$ cat src/rtl/uart_pkg.sv
`timescale 1ns/1ps
`default_nettype none
// ----------------------------------------------------------------------------
// uart_pkg : shared UART state encodings and line levels          rev 1.0
// ----------------------------------------------------------------------------
package uart_pkg;

   localparam logic [1:0] IDLE  = 2'd0;
   localparam logic [1:0] START = 2'd1;
   localparam logic [1:0] DATA  = 2'd2;
   localparam logic [1:0] STOP  = 2'd3;

   localparam int   DATA_BITS   = 8;
   localparam logic START_LEVEL = 1'b0;
   localparam logic STOP_LEVEL  = 1'b1;
   localparam logic IDLE_LEVEL  = 1'b1;

   // Counter width able to hold n-1, never narrower than one bit.
   function automatic int cnt_width(input int n);
      return (n > 1) ? $clog2(n) : 1;
   endfunction

endpackage
`default_nettype wire

$ cat src/rtl/uart_tx_if.sv
`timescale 1ns/1ps
`default_nettype none
// ----------------------------------------------------------------------------
// uart_tx_if : byte request / serial line bundle for uart_tx      rev 1.0
// ----------------------------------------------------------------------------
interface uart_tx_if;
   import uart_pkg::*;

   logic                 tx_start;
   logic [DATA_BITS-1:0] tdata;
   logic                 txd;
   logic                 tx_busy;
   logic                 tx_ack;

   modport master (output tx_start, tdata, input txd, tx_busy, tx_ack);
   modport slave  (input tx_start, tdata, output txd, tx_busy, tx_ack);

endinterface
`default_nettype wire

$ cat src/rtl/uart_baud_tick.sv
`timescale 1ns/1ps
`default_nettype none
// ----------------------------------------------------------------------------
// uart_baud_tick : flags the last clock of every bit period       rev 1.0
// ----------------------------------------------------------------------------
module uart_baud_tick
   import uart_pkg::*;
#(
   parameter int CLKS_PER_BIT = 1
) (
   input  logic clk,
   input  logic rst,
   input  logic clear,
   output logic bit_tick
);

   localparam int             C_CW   = cnt_width(CLKS_PER_BIT);
   localparam logic [C_CW-1:0] C_LAST = C_CW'(CLKS_PER_BIT - 1);

   logic [C_CW-1:0] r_cnt;

   assign bit_tick = (r_cnt == C_LAST);

   always_ff @(posedge clk) begin
      if (rst || clear || bit_tick) begin
         r_cnt <= '0;
      end else begin
         r_cnt <= r_cnt + 1'b1;
      end
   end

endmodule
`default_nettype wire

$ cat src/rtl/uart_tx.sv
`timescale 1ns/1ps
`default_nettype none
// ----------------------------------------------------------------------------
// uart_tx : start + 8 data (LSB first) + STOP_BITS stop serializer rev 1.0
// ----------------------------------------------------------------------------
module uart_tx
   import uart_pkg::*;
#(
   parameter int CLKS_PER_BIT = 1,
   parameter int STOP_BITS    = 1
) (
   input  logic     clk,
   input  logic     rst,
   uart_tx_if.slave bus
);

   localparam logic [2:0] C_LAST_BIT  = 3'(DATA_BITS - 1);
   localparam logic [2:0] C_LAST_STOP = 3'(STOP_BITS - 1);

   logic [1:0]           r_state, w_state_nxt;
   logic                 r_txd, w_txd_nxt;
   logic                 r_busy, w_busy_nxt;
   logic                 r_ack, w_ack_nxt;
   logic [DATA_BITS-1:0] r_shift, w_shift_nxt;
   logic [2:0]           r_bit, w_bit_nxt;
   logic                 w_tick;
   logic                 w_clear;

   // Holding the baud counter clear while idle aligns every bit to the accept edge.
   assign w_clear = (r_state == IDLE);

   uart_baud_tick #(
      .CLKS_PER_BIT (CLKS_PER_BIT)
   ) u_baud (
      .clk      (clk),
      .rst      (rst),
      .clear    (w_clear),
      .bit_tick (w_tick)
   );

   always_ff @(posedge clk) begin
      if (rst) begin
         r_state <= IDLE;
      end else begin
         r_state <= w_state_nxt;
      end
   end

   always_comb begin
      w_state_nxt = r_state;
      case (r_state)
         IDLE:    if (bus.tx_start) w_state_nxt = START;
         START:   if (w_tick) w_state_nxt = DATA;
         DATA:    if (w_tick && (r_bit == C_LAST_BIT)) w_state_nxt = STOP;
         STOP:    if (w_tick && (r_bit == C_LAST_STOP)) w_state_nxt = IDLE;
         default: w_state_nxt = IDLE;
      endcase
   end

   always_comb begin
      w_txd_nxt   = r_txd;
      w_busy_nxt  = r_busy;
      w_ack_nxt   = 1'b0;
      w_shift_nxt = r_shift;
      w_bit_nxt   = r_bit;
      case (r_state)
         IDLE: begin
            w_txd_nxt  = IDLE_LEVEL;
            w_busy_nxt = 1'b0;
            if (bus.tx_start) begin
               w_shift_nxt = bus.tdata;
               w_busy_nxt  = 1'b1;
               w_txd_nxt   = START_LEVEL;
               w_bit_nxt   = 3'd0;
            end
         end
         START: begin
            if (w_tick) begin
               w_txd_nxt = r_shift[0];
               w_bit_nxt = 3'd0;
            end
         end
         DATA: begin
            if (w_tick) begin
               if (r_bit == C_LAST_BIT) begin
                  w_txd_nxt = STOP_LEVEL;
                  w_bit_nxt = 3'd0;
               end else begin
                  w_shift_nxt = r_shift >> 1;
                  w_txd_nxt   = r_shift[1];
                  w_bit_nxt   = r_bit + 3'd1;
               end
            end
         end
         STOP: begin
            // The bit counter is reused to count stop bits.
            if (w_tick) begin
               if (r_bit == C_LAST_STOP) begin
                  w_txd_nxt  = IDLE_LEVEL;
                  w_busy_nxt = 1'b0;
                  w_ack_nxt  = 1'b1;
                  w_bit_nxt  = 3'd0;
               end else begin
                  w_bit_nxt = r_bit + 3'd1;
               end
            end
         end
         default: begin
            w_txd_nxt  = IDLE_LEVEL;
            w_busy_nxt = 1'b0;
            w_bit_nxt  = 3'd0;
         end
      endcase
   end

   always_ff @(posedge clk) begin
      if (rst) begin
         r_txd   <= IDLE_LEVEL;
         r_busy  <= 1'b0;
         r_ack   <= 1'b0;
         r_shift <= '0;
         r_bit   <= 3'd0;
      end else begin
         r_txd   <= w_txd_nxt;
         r_busy  <= w_busy_nxt;
         r_ack   <= w_ack_nxt;
         r_shift <= w_shift_nxt;
         r_bit   <= w_bit_nxt;
      end
   end

   assign bus.txd     = r_txd;
   assign bus.tx_busy = r_busy;
   assign bus.tx_ack  = r_ack;

endmodule
`default_nettype wire
$ cat src/flat_wrapper.sv
// flat-port wrapper written by rule: the top's interface ports become plain ports
module uart_tx_flat import uart_pkg::*;
#(
   parameter int CLKS_PER_BIT = 1,
   parameter int STOP_BITS    = 1
)
  (clk, rst, bus_tx_start, bus_tdata, bus_txd, bus_tx_busy, bus_tx_ack);
  uart_tx_if bus_i ();
  input  logic clk;
  input  logic rst;
  input wire logic [$bits(bus_i.tx_start)-1:0] bus_tx_start;
  input wire logic [$bits(bus_i.tdata)-1:0] bus_tdata;
  output wire logic [$bits(bus_i.txd)-1:0] bus_txd;
  output wire logic [$bits(bus_i.tx_busy)-1:0] bus_tx_busy;
  output wire logic [$bits(bus_i.tx_ack)-1:0] bus_tx_ack;
  assign bus_i.tx_start = bus_tx_start;
  assign bus_i.tdata = bus_tdata;
  assign bus_txd = bus_i.txd;
  assign bus_tx_busy = bus_i.tx_busy;
  assign bus_tx_ack = bus_i.tx_ack;
  uart_tx #(.CLKS_PER_BIT(CLKS_PER_BIT), .STOP_BITS(STOP_BITS)) u_core (.clk(clk), .rst(rst), .bus(bus_i));
endmodule
$ cat config.mk
export PLATFORM = sky130hd
export DESIGN_NAME = uart_tx_flat
export DESIGN_NICKNAME = d
export VERILOG_FILES = /design/src/rtl/uart_pkg.sv /design/src/rtl/uart_tx_if.sv /design/src/rtl/uart_baud_tick.sv /design/src/rtl/uart_tx.sv /design/src/flat_wrapper.sv
export SDC_FILE = /design/constraint.sdc
export NUM_CORES = 1
export LEC_CHECK = 0
export BUFFER_PORTS_ARGS = -buffer_cell sky130_fd_sc_hd__buf_2
export CAP_MARGIN = 40
export CORE_MARGIN = 5
export CORE_UTILIZATION = 40
export CTS_CLUSTER_SIZE = 16
export DETAILED_ROUTE_END_ITERATION = 10
export GPL_TIMING_DRIVEN = 0
export PLACE_DENSITY_LB_ADDON = 0.25
export RECOVER_POWER = 100
export SLEW_MARGIN = 5
export SYNTH_ARGS = -nofsm -noshare
export SYNTH_HDL_FRONTEND = slang
export SYNTH_SLANG_ARGS = --single-unit
export TNS_END_PERCENT = 10
$ cat constraint.sdc
create_clock -name clk -period 5.14 [get_ports clk]
set_clock_uncertainty 0.1 [all_clocks]
set_input_delay 1.028 -clock clk [delete_from_list [all_inputs] [get_ports clk]]
set_output_delay 1.028 -clock clk [all_outputs]
set_load 0.01 [all_outputs]
==> impl_results.md <==
- Power share of the clock group: 0.141
- Fmax: 0.456 GHz
- WP data required: 5.23 ns
- Switching Fraction: 0.390
- Crit. End Element: flip-flop
- CTS root buffer: clkbuf_4
- Most common cell after layout, fill and taps aside: dfxtp_1
- Standard-cell rows: 17
- Mapped Area: 918 sq um
- Final #Nets: 137
- Routed Wire Length: 1750 um
- Synth cell types: 27
- Worst-path clk slew: 0.11 ns
- Largest net degree at the start of global routing: 12
- FF-to-FF Start: u_core.r_state[0]
- DR iter-0 viols: 7
- All-Layer GR Usage: 0.119
- Period Utilization, post-route: 0.427
- Ys async rst share: 0
- Routed WL per cell: 12.1 um
- Crit path from: u_core.r_state[0]
- Avg Inst Size Synth: 9.18 sq um
- Post-detail-place hpwl: 1310 um
- RR Endpoint: u_core.r_shift[5]
- Initial antenna violation count: 0
- Die Y: 57.9 um
- Fill cell count: 228
- Share of layout cells above drive strength 1: 0.197
- FF/Latch Area: 340 sq um
- # DRC: 0
- CTS Buffer Depth: 2
- CTS Hold Buffers Added: 0
- Worst-path maximum fanout: 9
- Die width: 57.9 um
- Post-route worst setup slack: 2.95 ns
- Slew HR: 0.371
- Post-synth EDFFs: 0
- Total clock buffers created by CTS: 3
- GP Congestion: 0.831
- P_sw: 0.205 mW
- Vias in the first global route: 691
- CTS tree: yes
- Pre-CTS setup slack: 2.79 ns
- Hold path depth: 2
- Multi-input gate area: 536 sq um
- Setup bufs post-CTS: 0
- Min Hold Slack: 0.367 ns
- Comb power frac: 0.487
- Cells on worst reg2reg path: 6
- Core area: 2210 sq um
- Tmin final: 2.19 ns
- DRT Pass-1 Iters: 4
- Top FF cell, synth: dfxtp_1
- Post-Syn Instances: 100
- Via count: 737
- Worst Setup Start Kind: flip-flop
- RSZ-0062 raised after global routing: no
- Via density: 5.08
- First-pass GRT wire length: 3090 um
- Leakage power: 0.454 nW
- Diode count: 0
- Sequential power share: 0.372
- Setup_tns: 0 ns
- Slew Limit Fails: 0
- Share of the synthesized area in the top cell type: 0.371
- Post-synthesis sequential area ratio: 0.371
- Syn Nets: 119
- Number of routed nets with antenna violations: 0
- # resized after CTS: 0
- Initial Utilization: 0.415
- # setup viols final: 0
- Dominant cell type by area after synthesis: dfxtp_1
- Cell Pwr Density: 508 nW/um^2
- Final Hold Viols: 0
- H-tree levels: 1
- Area grow syn2layout: 12.8%
- Worst slew pin tran: 0.939 ns
- IO buf count: 13
- Grt total ovfl: 0
- Peak VDD IR: 264 uV
- Worst-Skew Late Latency: 0.30 ns
- CP endpoint: u_core.r_shift[5]
- TritonCTS sink count: 17
- Synth warn: 0
- Max_cap viols: 0
- Flop-to-flop setup slack: 2.95 ns
- Path type of the worst setup path: reg -> reg
- Area contributors post-synth: dfxtp_1 37%, ha_1 11%, mux2i_1 8.7%
- Die ar.: 3350 sq um
- Most frequent cells in the layout: 17 x dfxtp_1, 11 x a21oi_1, 10 x nor2_1, 10 x buf_2
- Post-synthesis register bit count: 17
- Worst hold-check path type: reg -> reg
- Finished Core Util: 0.468
- Crit path DAT: 2.28 ns
- Status: finished clean
- I/O pin total: 14
- Cell internal pwr: 0.321 mW
- Hold_sp: u_core.r_shift[7]
cell usage after synthesis (all sizes together), types with 2 or more instances:
| cell type | instances |
|---|---|
| nand2b | 2 |
| nand2 | 6 |
| nor2 | 10 |
| ha | 8 |
| o21ai | 5 |
| mux2i | 8 |
| nor2b | 2 |
| mux2 | 7 |
| a21oi | 11 |
| dfxtp | 17 |
| nor3 | 2 |
| inv | 6 |
| or3b | 3 |
| buf | 2 |
sequential cells by signal (all words and copies together) (netlist names):
| register | cells |
|---|---|
| u_core.bus.tx_ack | 1 |
| u_core.bus.tx_busy | 1 |
| u_core.bus.txd | 1 |
| u_core.r_bit | 3 |
| u_core.r_shift | 8 |
| u_core.r_state | 2 |
| u_core.u_baud.r_cnt | 1 |
how the worst min path moves through the flow:
stage,to,slack [ns]
after floorplan,u_core.r_shift[7],0.32
after global placement,u_core.r_shift[7],0.34
after detailed placement,u_core.r_shift[7],0.36
after CTS,u_core.r_shift[7],0.37
after global routing,u_core.r_shift[7],0.40
final,u_core.r_shift[7],0.37
kinds of logic (layout without fill, tap and decap cells):
logic type / count (synthesis) / in the layout / synth area share
and+or+nand+nor: 30 / 30 / 0.174
AOI/OAI and AO/OA: 20 / 20 / 0.131
DFF: 17 / 17 / 0.371
muxes: 15 / 15 / 0.173
buffers and inverters: 9 / 26 / 0.0381
adders and majority gates: 8 / 8 / 0.109
other: 1 / 1 / 0.00408
cell type report:
cell class,count,area share
Buffer,3,0.0109
Clock inverter,1,0.00725
Tap cell,28,0.0338
Clock buffer,3,0.0217
Sequential cell,17,0.329
Timing Repair Buffer,13,0.0592
Inverter,6,0.0217
Multi-Input combinational cell,74,0.517
routing by layer:
layer,wire [um],vias up,GRT usage,part of all wire
met3,102,4,0.0512,0.058
met5,0,-,0,0
met1,779,335,0.143,0.45
met2,851,18,0.197,0.49
met4,14,0,0.0298,0.0080
li1,-,380,-,-
power groups by stage:
stage                     clock network, mW  registers (mW)  logic [mW]
after detailed placement                  0           0.200       0.261
after global placement                    0           0.197       0.256
final                                0.0741           0.196       0.257
after CTS                            0.0779           0.197       0.267
after floorplan                           0           0.197       0.209
after global routing                 0.0834           0.202       0.289
metrics by stage:
stage | instance area, sq um | instances | power (mW)
3_5_place_dp | 1020 | 141 | 0.461
2_1_floorplan | 918 | 100 | 0.405
5_1_grt | 1040 | 145 | 0.574
4_1_cts | 1050 | 145 | 0.542
6_report | 1040 | 145 | 0.527
3_3_place_gp | 1020 | 141 | 0.454
worst max-delay path, stage by stage (launching register included):
cell	delay, ns
dfxtp_1	0.39
inv_1	0.08
ha_1	0.19
clkbuf_1	0.19
o211ai_1	0.80
mux2i_1	0.28
nor2_1	0.05
No activity file was read; power rests on OpenSTA's default activity.
